===== config.mk =====
export PLATFORM = sky130hd
export DESIGN_NAME = bcd_sub_serial
export DESIGN_NICKNAME = d
export VERILOG_FILES = /design/src/rtl/bcd_sub_serial.sv
export SDC_FILE = /design/constraint.sdc
export NUM_CORES = 1
export LEC_CHECK = 0
export CAP_MARGIN = 20
export CORE_MARGIN = 3
export CORE_UTILIZATION = 46
export CTS_CLUSTER_DIAMETER = 200
export DETAILED_ROUTE_END_ITERATION = 8
export HOLD_SLACK_MARGIN = 0.15
export MAX_ROUTING_LAYER = met4
export PLACE_DENSITY = 0.75
export REMOVE_ABC_BUFFERS = 1
export SYNTH_ARGS = -nofsm -noshare
export SYNTH_HDL_FRONTEND = slang
export SYNTH_SLANG_ARGS = --single-unit

===== constraint.sdc =====
create_clock -name clk -period 3.4 [get_ports clk]
set_input_delay 1.02 -clock clk [delete_from_list [all_inputs] [get_ports clk]]
set_output_delay 1.02 -clock clk [all_outputs]
set_load 0.01 [all_outputs]

===== src/rtl/bcd_sub_serial.sv =====
// Serial packed-BCD subtractor: one digit per cycle, least significant digit first.
// Invalid digits are flagged at latch time, and the result is forced to zero at the end.
module bcd_sub_serial #(
  parameter int DIGITS = 4
) (
  input  logic                clk,
  input  logic                rst_n,
  input  logic                start,
  input  logic [4*DIGITS-1:0] a,
  input  logic [4*DIGITS-1:0] b,
  input  logic                bin,
  output logic [4*DIGITS-1:0] diff,
  output logic                bout,
  output logic                busy,
  output logic                done,
  output logic                invalid
);

  localparam int W  = 4 * DIGITS;
  localparam int IW = (DIGITS > 1) ? $clog2(DIGITS) : 1;
  localparam logic [IW-1:0] LAST = IW'(DIGITS - 1);

  localparam logic [1:0] IDLE = 2'd0;
  localparam logic [1:0] SUB  = 2'd1;
  localparam logic [1:0] DONE = 2'd2;

  logic [1:0]    state;
  logic [IW-1:0] idx;
  logic [W-1:0]  a_q;
  logic [W-1:0]  b_q;
  logic          borrow;

  logic [3:0] ad;
  logic [3:0] bd;
  logic [4:0] t;
  logic [3:0] dd;
  logic       nb;

  function automatic logic has_bad_digit(input logic [W-1:0] v);
    has_bad_digit = 1'b0;
    for (int unsigned i = 0; i < unsigned'(DIGITS); i++) begin
      if (v[i*4 +: 4] > 4'd9) has_bad_digit = 1'b1;
    end
  endfunction

  // 5-bit difference: the top bit is the sign, i.e. the borrow out of this digit
  always_comb begin
    ad = a_q[idx*4 +: 4];
    bd = b_q[idx*4 +: 4];
    t  = {1'b0, ad} - {1'b0, bd} - {4'b0, borrow};
    nb = t[4];
    dd = nb ? (t[3:0] + 4'd10) : t[3:0];
  end

  always_ff @(posedge clk or negedge rst_n) begin
    if (!rst_n) begin
      state   <= IDLE;
      idx     <= '0;
      a_q     <= '0;
      b_q     <= '0;
      borrow  <= 1'b0;
      diff    <= '0;
      bout    <= 1'b0;
      busy    <= 1'b0;
      done    <= 1'b0;
      invalid <= 1'b0;
    end else begin
      case (state)
        IDLE: begin
          if (start) begin
            a_q     <= a;
            b_q     <= b;
            borrow  <= bin;
            diff    <= '0;
            bout    <= 1'b0;
            invalid <= has_bad_digit(a) | has_bad_digit(b);
            idx     <= '0;
            busy    <= 1'b1;
            state   <= SUB;
          end
        end
        SUB: begin
          diff[idx*4 +: 4] <= dd;
          borrow           <= nb;
          idx              <= idx + 1'b1;
          if (idx == LAST) begin
            busy  <= 1'b0;
            done  <= 1'b1;
            state <= DONE;
            // Later assignment overrides the digit write above for bad operands
            if (invalid) begin
              diff <= '0;
              bout <= 1'b0;
            end else begin
              bout <= nb;
            end
          end
        end
        DONE: begin
          done  <= 1'b0;
          state <= IDLE;
        end
        default: begin
          busy  <= 1'b0;
          done  <= 1'b0;
          state <= IDLE;
        end
      endcase
    end
  end

endmodule

After elaboration in Yosys (flattened, before gate mapping)
Cells that the tools add are included.
{"block": "totals", "word_cells": 77, "output_inout_bits": 20, "ff_bits": 57}
{"block": "classes", "bitwise": 3, "add_sub_neg": 5, "shift": 4, "mux": 34, "reduce_logical": 8, "eq_ne": 5, "n_lt_le_gt_ge": 8}
{"operator": "$mux W16", "count": 3}
{"operator": "$neg A4 Y34", "count": 1}
{"operator": "$shift A4 B34 Y16 const A", "count": 1}
{"operator": "$shiftx A4 B34 Y16", "count": 1}
{"operator": "$gt A4 B4 Y1 const B", "count": 8}
{"operator": "$pmux W16 S2", "count": 1}
{"operator": "$shiftx A16 B5 Y4", "count": 2}
{"operator": "$mux W1", "count": 19}
{"operator": "$bwmux W16", "count": 1}
{"operator": "$pmux W2 S2", "count": 2}
{"operator": "$reduce_and A2 Y1", "count": 4}
{"operator": "$mux W2", "count": 3}
{"operator": "$pmux W1 S2", "count": 3}
{"operator": "$reduce_and A3 Y1", "count": 2}
{"operator": "$sub A4 B4 Y5", "count": 1}
{"operator": "$sub A5 B1 Y5", "count": 1}
{"operator": "$add A4 B4 Y4 const B", "count": 1}
{"operator": "$eq A2 B2 Y1 const B", "count": 2}
{"operator": "$mux W4", "count": 1}
{"operator": "$ne A2 B2 Y1 const B", "count": 2}
{"operator": "$pmux W1 S3", "count": 1}
{"operator": "$add A2 B1 Y2 const B", "count": 1}
{"operator": "$eq A2 B1 Y1 const B", "count": 1}
{"operator": "$logic_not A2 Y1", "count": 1}
{"operator": "3 further kinds", "count": 4}

Depth between registers and ports, before layout
{"block": "depth", "word_depth": 10, "ltp_mapped": 12, "ltp_nobuf": 11}

Worst setup path after synthesis
Ideal clock, no wire load.
{"block": "synth_timing", "path_type": "reg-to-reg", "start": "register idx[0]", "end": "register diff[11]", "path_slack_ps": 200, "synth_period_minus_slack_ps": 3200, "setup_time_ps": 126, "arrival_time_ps": 3073, "stages_incl_launch_ff": 12, "cell_sequence": "dfrtp_1 buf_4 mux4_2 fa_1 fa_1 xor2_1 ha_1 nor2_1 mux2i_1 o211ai_1 xnor2_2 o21ai_1"}
{"block": "synth_via", "elab_chain_len": 10, "word_cells_on_any_way": 14, "cone_classes": "4 x add/sub; 1 x eq/ne; 4 x shift; 5 x mux"}
{"item": "start, declared", "line_no": "28", "rtl": "logic [IW-1:0] idx;"}
{"item": "start signal, assigned", "line_no": "85", "rtl": "idx <= idx + 1'b1;"}
{"item": "$shiftx A16 B5 Y4 (on tied branches)", "line_no": "48, 49"}
{"item": "$sub A4 B4 Y5", "line_no": "50", "rtl": "t = {1'b0, ad} - {1'b0, bd} - {4'b0, borrow};"}
{"item": "$sub A5 B1 Y5", "line_no": "50"}
{"item": "$add A4 B4 Y4", "line_no": "52", "rtl": "dd = nb ? (t[3:0] + 4'd10) : t[3:0];"}
{"item": "$mux W4", "line_no": "52"}
{"item": "$shiftx A4 B34 Y16", "line_no": "83", "rtl": "diff[idx*4 +: 4] <= dd;"}
{"item": "$bwmux W16", "line_no": "83"}
{"item": "$mux W16", "line_no": "91", "rtl": "if (invalid) begin"}
{"item": "$mux W16 (*)", "line_no": "86", "rtl": "if (idx == LAST) begin"}
{"item": "$pmux W16 S2 (*)", "line_no": "68", "rtl": "case (state)"}
{"item": "end signal, assigned", "line_no": "74", "rtl": "diff <= '0;"}
{"item": "end signal, assigned by index", "line_no": "83"}
{"item": "end signal, assigned", "line_no": "92", "rtl": "diff <= '0;"}
{"item": "end, declared", "line_no": "12", "rtl": "output logic [4*DIGITS-1:0] diff,"}
Mark *: on every way between the ends. The rest lies on a longest branch, timed or not.
A chain may end at the register's enable or synchronous reset.

Worst setup path after layout
Same ends and word-level chain as after synthesis.

==> metrics.md <==
| Metric | Value |
|---|---|
| Outcome | `complete, no violations` |
| DRT iter0 DRCs | `58` |
| Fill count | `473` |
| CP arrival | `3410 ps` |
| Routed WL per cell | `15.1 um` |
| Routed wl met2 | `2.73 mm` |
| Vias in the first global route | `2,066` |
| Final layout net count | `338` |
| Fin crit share | `0.942` |
| Worst path most repeated cell | `fa_1` |
| CTS tree | `built` |
| Via count | `1,929` |
| Number of synthesized register bits | `57` |
| Post-CTS setup buffers | `0` |
| Pin count of the biggest net entering global routing | `36` |
| Post-synth top cells | `dfrtp_1 (57), mux2_2 (32), nand2_1 (23)` |
| Hold buffer count at cts | `0` |
| Register area share after synthesis | `0.510` |
| Clk root buf | `clkbuf_8` |
| Avg Cell Area, Syn | `12.4 sq um` |
| RD Place Congestion | `0.829` |
| Starting density of the core | `0.490` |
| Tightest Pin Transition | `610 ps` |
| RSZ-0062 raised after global routing | `no` |
| First-pass GRT wire length | `9.65 mm` |
| Post-synth EDFFs | `0` |
| Endpoint type of the worst setup path | `flip-flop` |
| Hold WC Path Type | `flip-flop to flip-flop` |
| Worst EP required | `3610 ps` |
| Slowest stage cell, crit path | `mux4_2` |
| CP Max Fanout | `4` |
| Pre-antenna DRT Iters | `4` |
| Area fraction of the dominant cell type after synthesis | `0.510` |
| Tmin final | `3200 ps` |
| Number of buffers created by CTS | `9` |
| Max incr delay on CP | `530 ps` |
| Fmax | `0.312 GHz` |
| Number of diodes | `0` |
| Synth async-reset ratio | `1.00` |
| IO Pins | `56` |
| Row count | `27` |
| Worst-Skew Late Latency | `340 ps` |
| Worst-path clk slew | `60 ps` |
| Met3 wire length | `254 um` |
| H-Tree Depth | `3` |
| Total Die Area | `7050 sq um` |
| Final setup TNS | `0 ps` |
| Hold Vio Cnt, Final | `0` |
| Dominant cell type by area after synthesis | `dfrtp_1` |
| Final setup viols | `0` |
| Max cap viols | `0` |
| Distinct cells, synth | `35` |
| Synthesized area | `2800 sq um` |
| GRT overflow | `0` |
| Met1 wire length | `2.39 mm` |
| Initial antenna violation count | `0` |
| Core area | `5710 sq um` |
| Port-buffer cells | `55` |
| Top_reg_cell synth | `dfrtp_1` |
| Top delay family on crit path | `adder cells` |
| Buf/Inv on CP | `0` |
| Layout Skew | `7.82 ps` |
| Post-Synthesis Cells | `225` |
| Via/cell ratio | `5.31` |
| Cell Chain, Critical Path | `mux4_2, fa_1, fa_1, xor2_1, ha_1, nor3b_1, o21ai_0, o211ai_1, xnor2_2, o21ai_1` |
| Worst setup SP type | `flip-flop` |
| Final antenna-violating net count | `0` |
| Relative slew slack | `0.594` |
| Synthesis-to-layout area growth | `28.0%` |
| Die Y | `84.0 um` |
| Clock Tree Buf Depth | `2` |
| Yosys warning count | `0` |
| Count leader, synth | `dfrtp_1` |
| Post-cts resize count | `0` |
| DP HPWL | `4.21 mm` |
| DR DRC count | `0` |
| Pins Over Slew Limit | `0` |
| Top cells by area, synth | `dfrtp_1 (51%), mux2_2 (13%), mux4_2 (6.4%)` |
| Total GRT Usage | `0.180` |
| Total wire length | `5.49 mm` |
| Die width | `84.0 um` |
| WS Path Type | `flip-flop to flip-flop` |
| Fraction of layout instances using a drive strength above 1 | `0.216` |
| DR top layer | `met4` |
| Number of clock sinks | `57` |
## logic make-up after synthesis
family,share of synthesized area
DFF,0.510
and+or+nand+nor,0.0988
muxes,0.204
AOI/OAI and AO/OA,0.0756
buffers and inverters,0.0331
adders and majority gates,0.0635
xor gates and xnor gates,0.0152
## per-layer routing
layer / global-route usage / up-vias
li1: - / 930
met4: 0.0833 / 0
met5: - / -
met2: 0.289 / 48
met1: 0.214 / 939
met3: 0.0434 / 12
## sequential cells by signal (all words and copies together) (netlist names)
register and flops:
a_q 16, b_q 16, borrow 1, bout 1, busy 1, diff 16, done 1, idx 2
invalid 1, state 2
## final timing paths
kind	slack, ps	to	start	cells after the start
max	200	diff[11]	idx[0]	10
max in group asynchronous	2130	a_q[2]	rst_n	2
min in group asynchronous	690	diff[11]	rst_n	1
max reg2reg	200	diff[11]	idx[0]	10
min	480	done	done	1
min reg2reg	480	done	done	1
## per-stage QoR
stage                     cell area [sq um]  worst slack (ps)  instances  hold WS [ps]  utilization
after floorplan                        2750              96.9        219           475            -
after global placement                 3430               256        350           461        0.601
after detailed placement               3430               183        350           468        0.601
after CTS                              3580               150        363           481        0.627
after global routing                   3580              25.3        363           508        0.627
final                                  3580               198        363           479        0.627
## layout by cell type (no fill, tap or decap), types with 2 or more instances in the layout
cell type and count:
dfrtp_1 57, clkdlybuf4s50_1 54, mux2_2 32, nand2_1 23, o21ai_0 22, inv_1 13
ha_1 11, clkbuf_8 10, mux4_2 8, nor2_1 8, o21ai_1 7, a21oi_1 5
nand4_1 4, mux2i_1 3, buf_4 3, xor2_1 2, nor2b_1 2, nand3b_1 2
nor3b_1 2, nand3_1 2, fa_1 2, clkbuf_1 2
## cell type report
type                       instances  area (sq um)  share of cell area
clock buffer                      12           145              0.0405
clock inverter                     1          5.00             0.00140
inverter                          13          48.8              0.0136
multi-input combinational        149          1280               0.357
sequential                        57          1430               0.398
tap                               72          90.1              0.0251
timing repair buffer              59           588               0.164
Power is left out: the tool's default activity adds up to more than one toggle a clock period on the data nets, which glitch-free logic cannot reach.
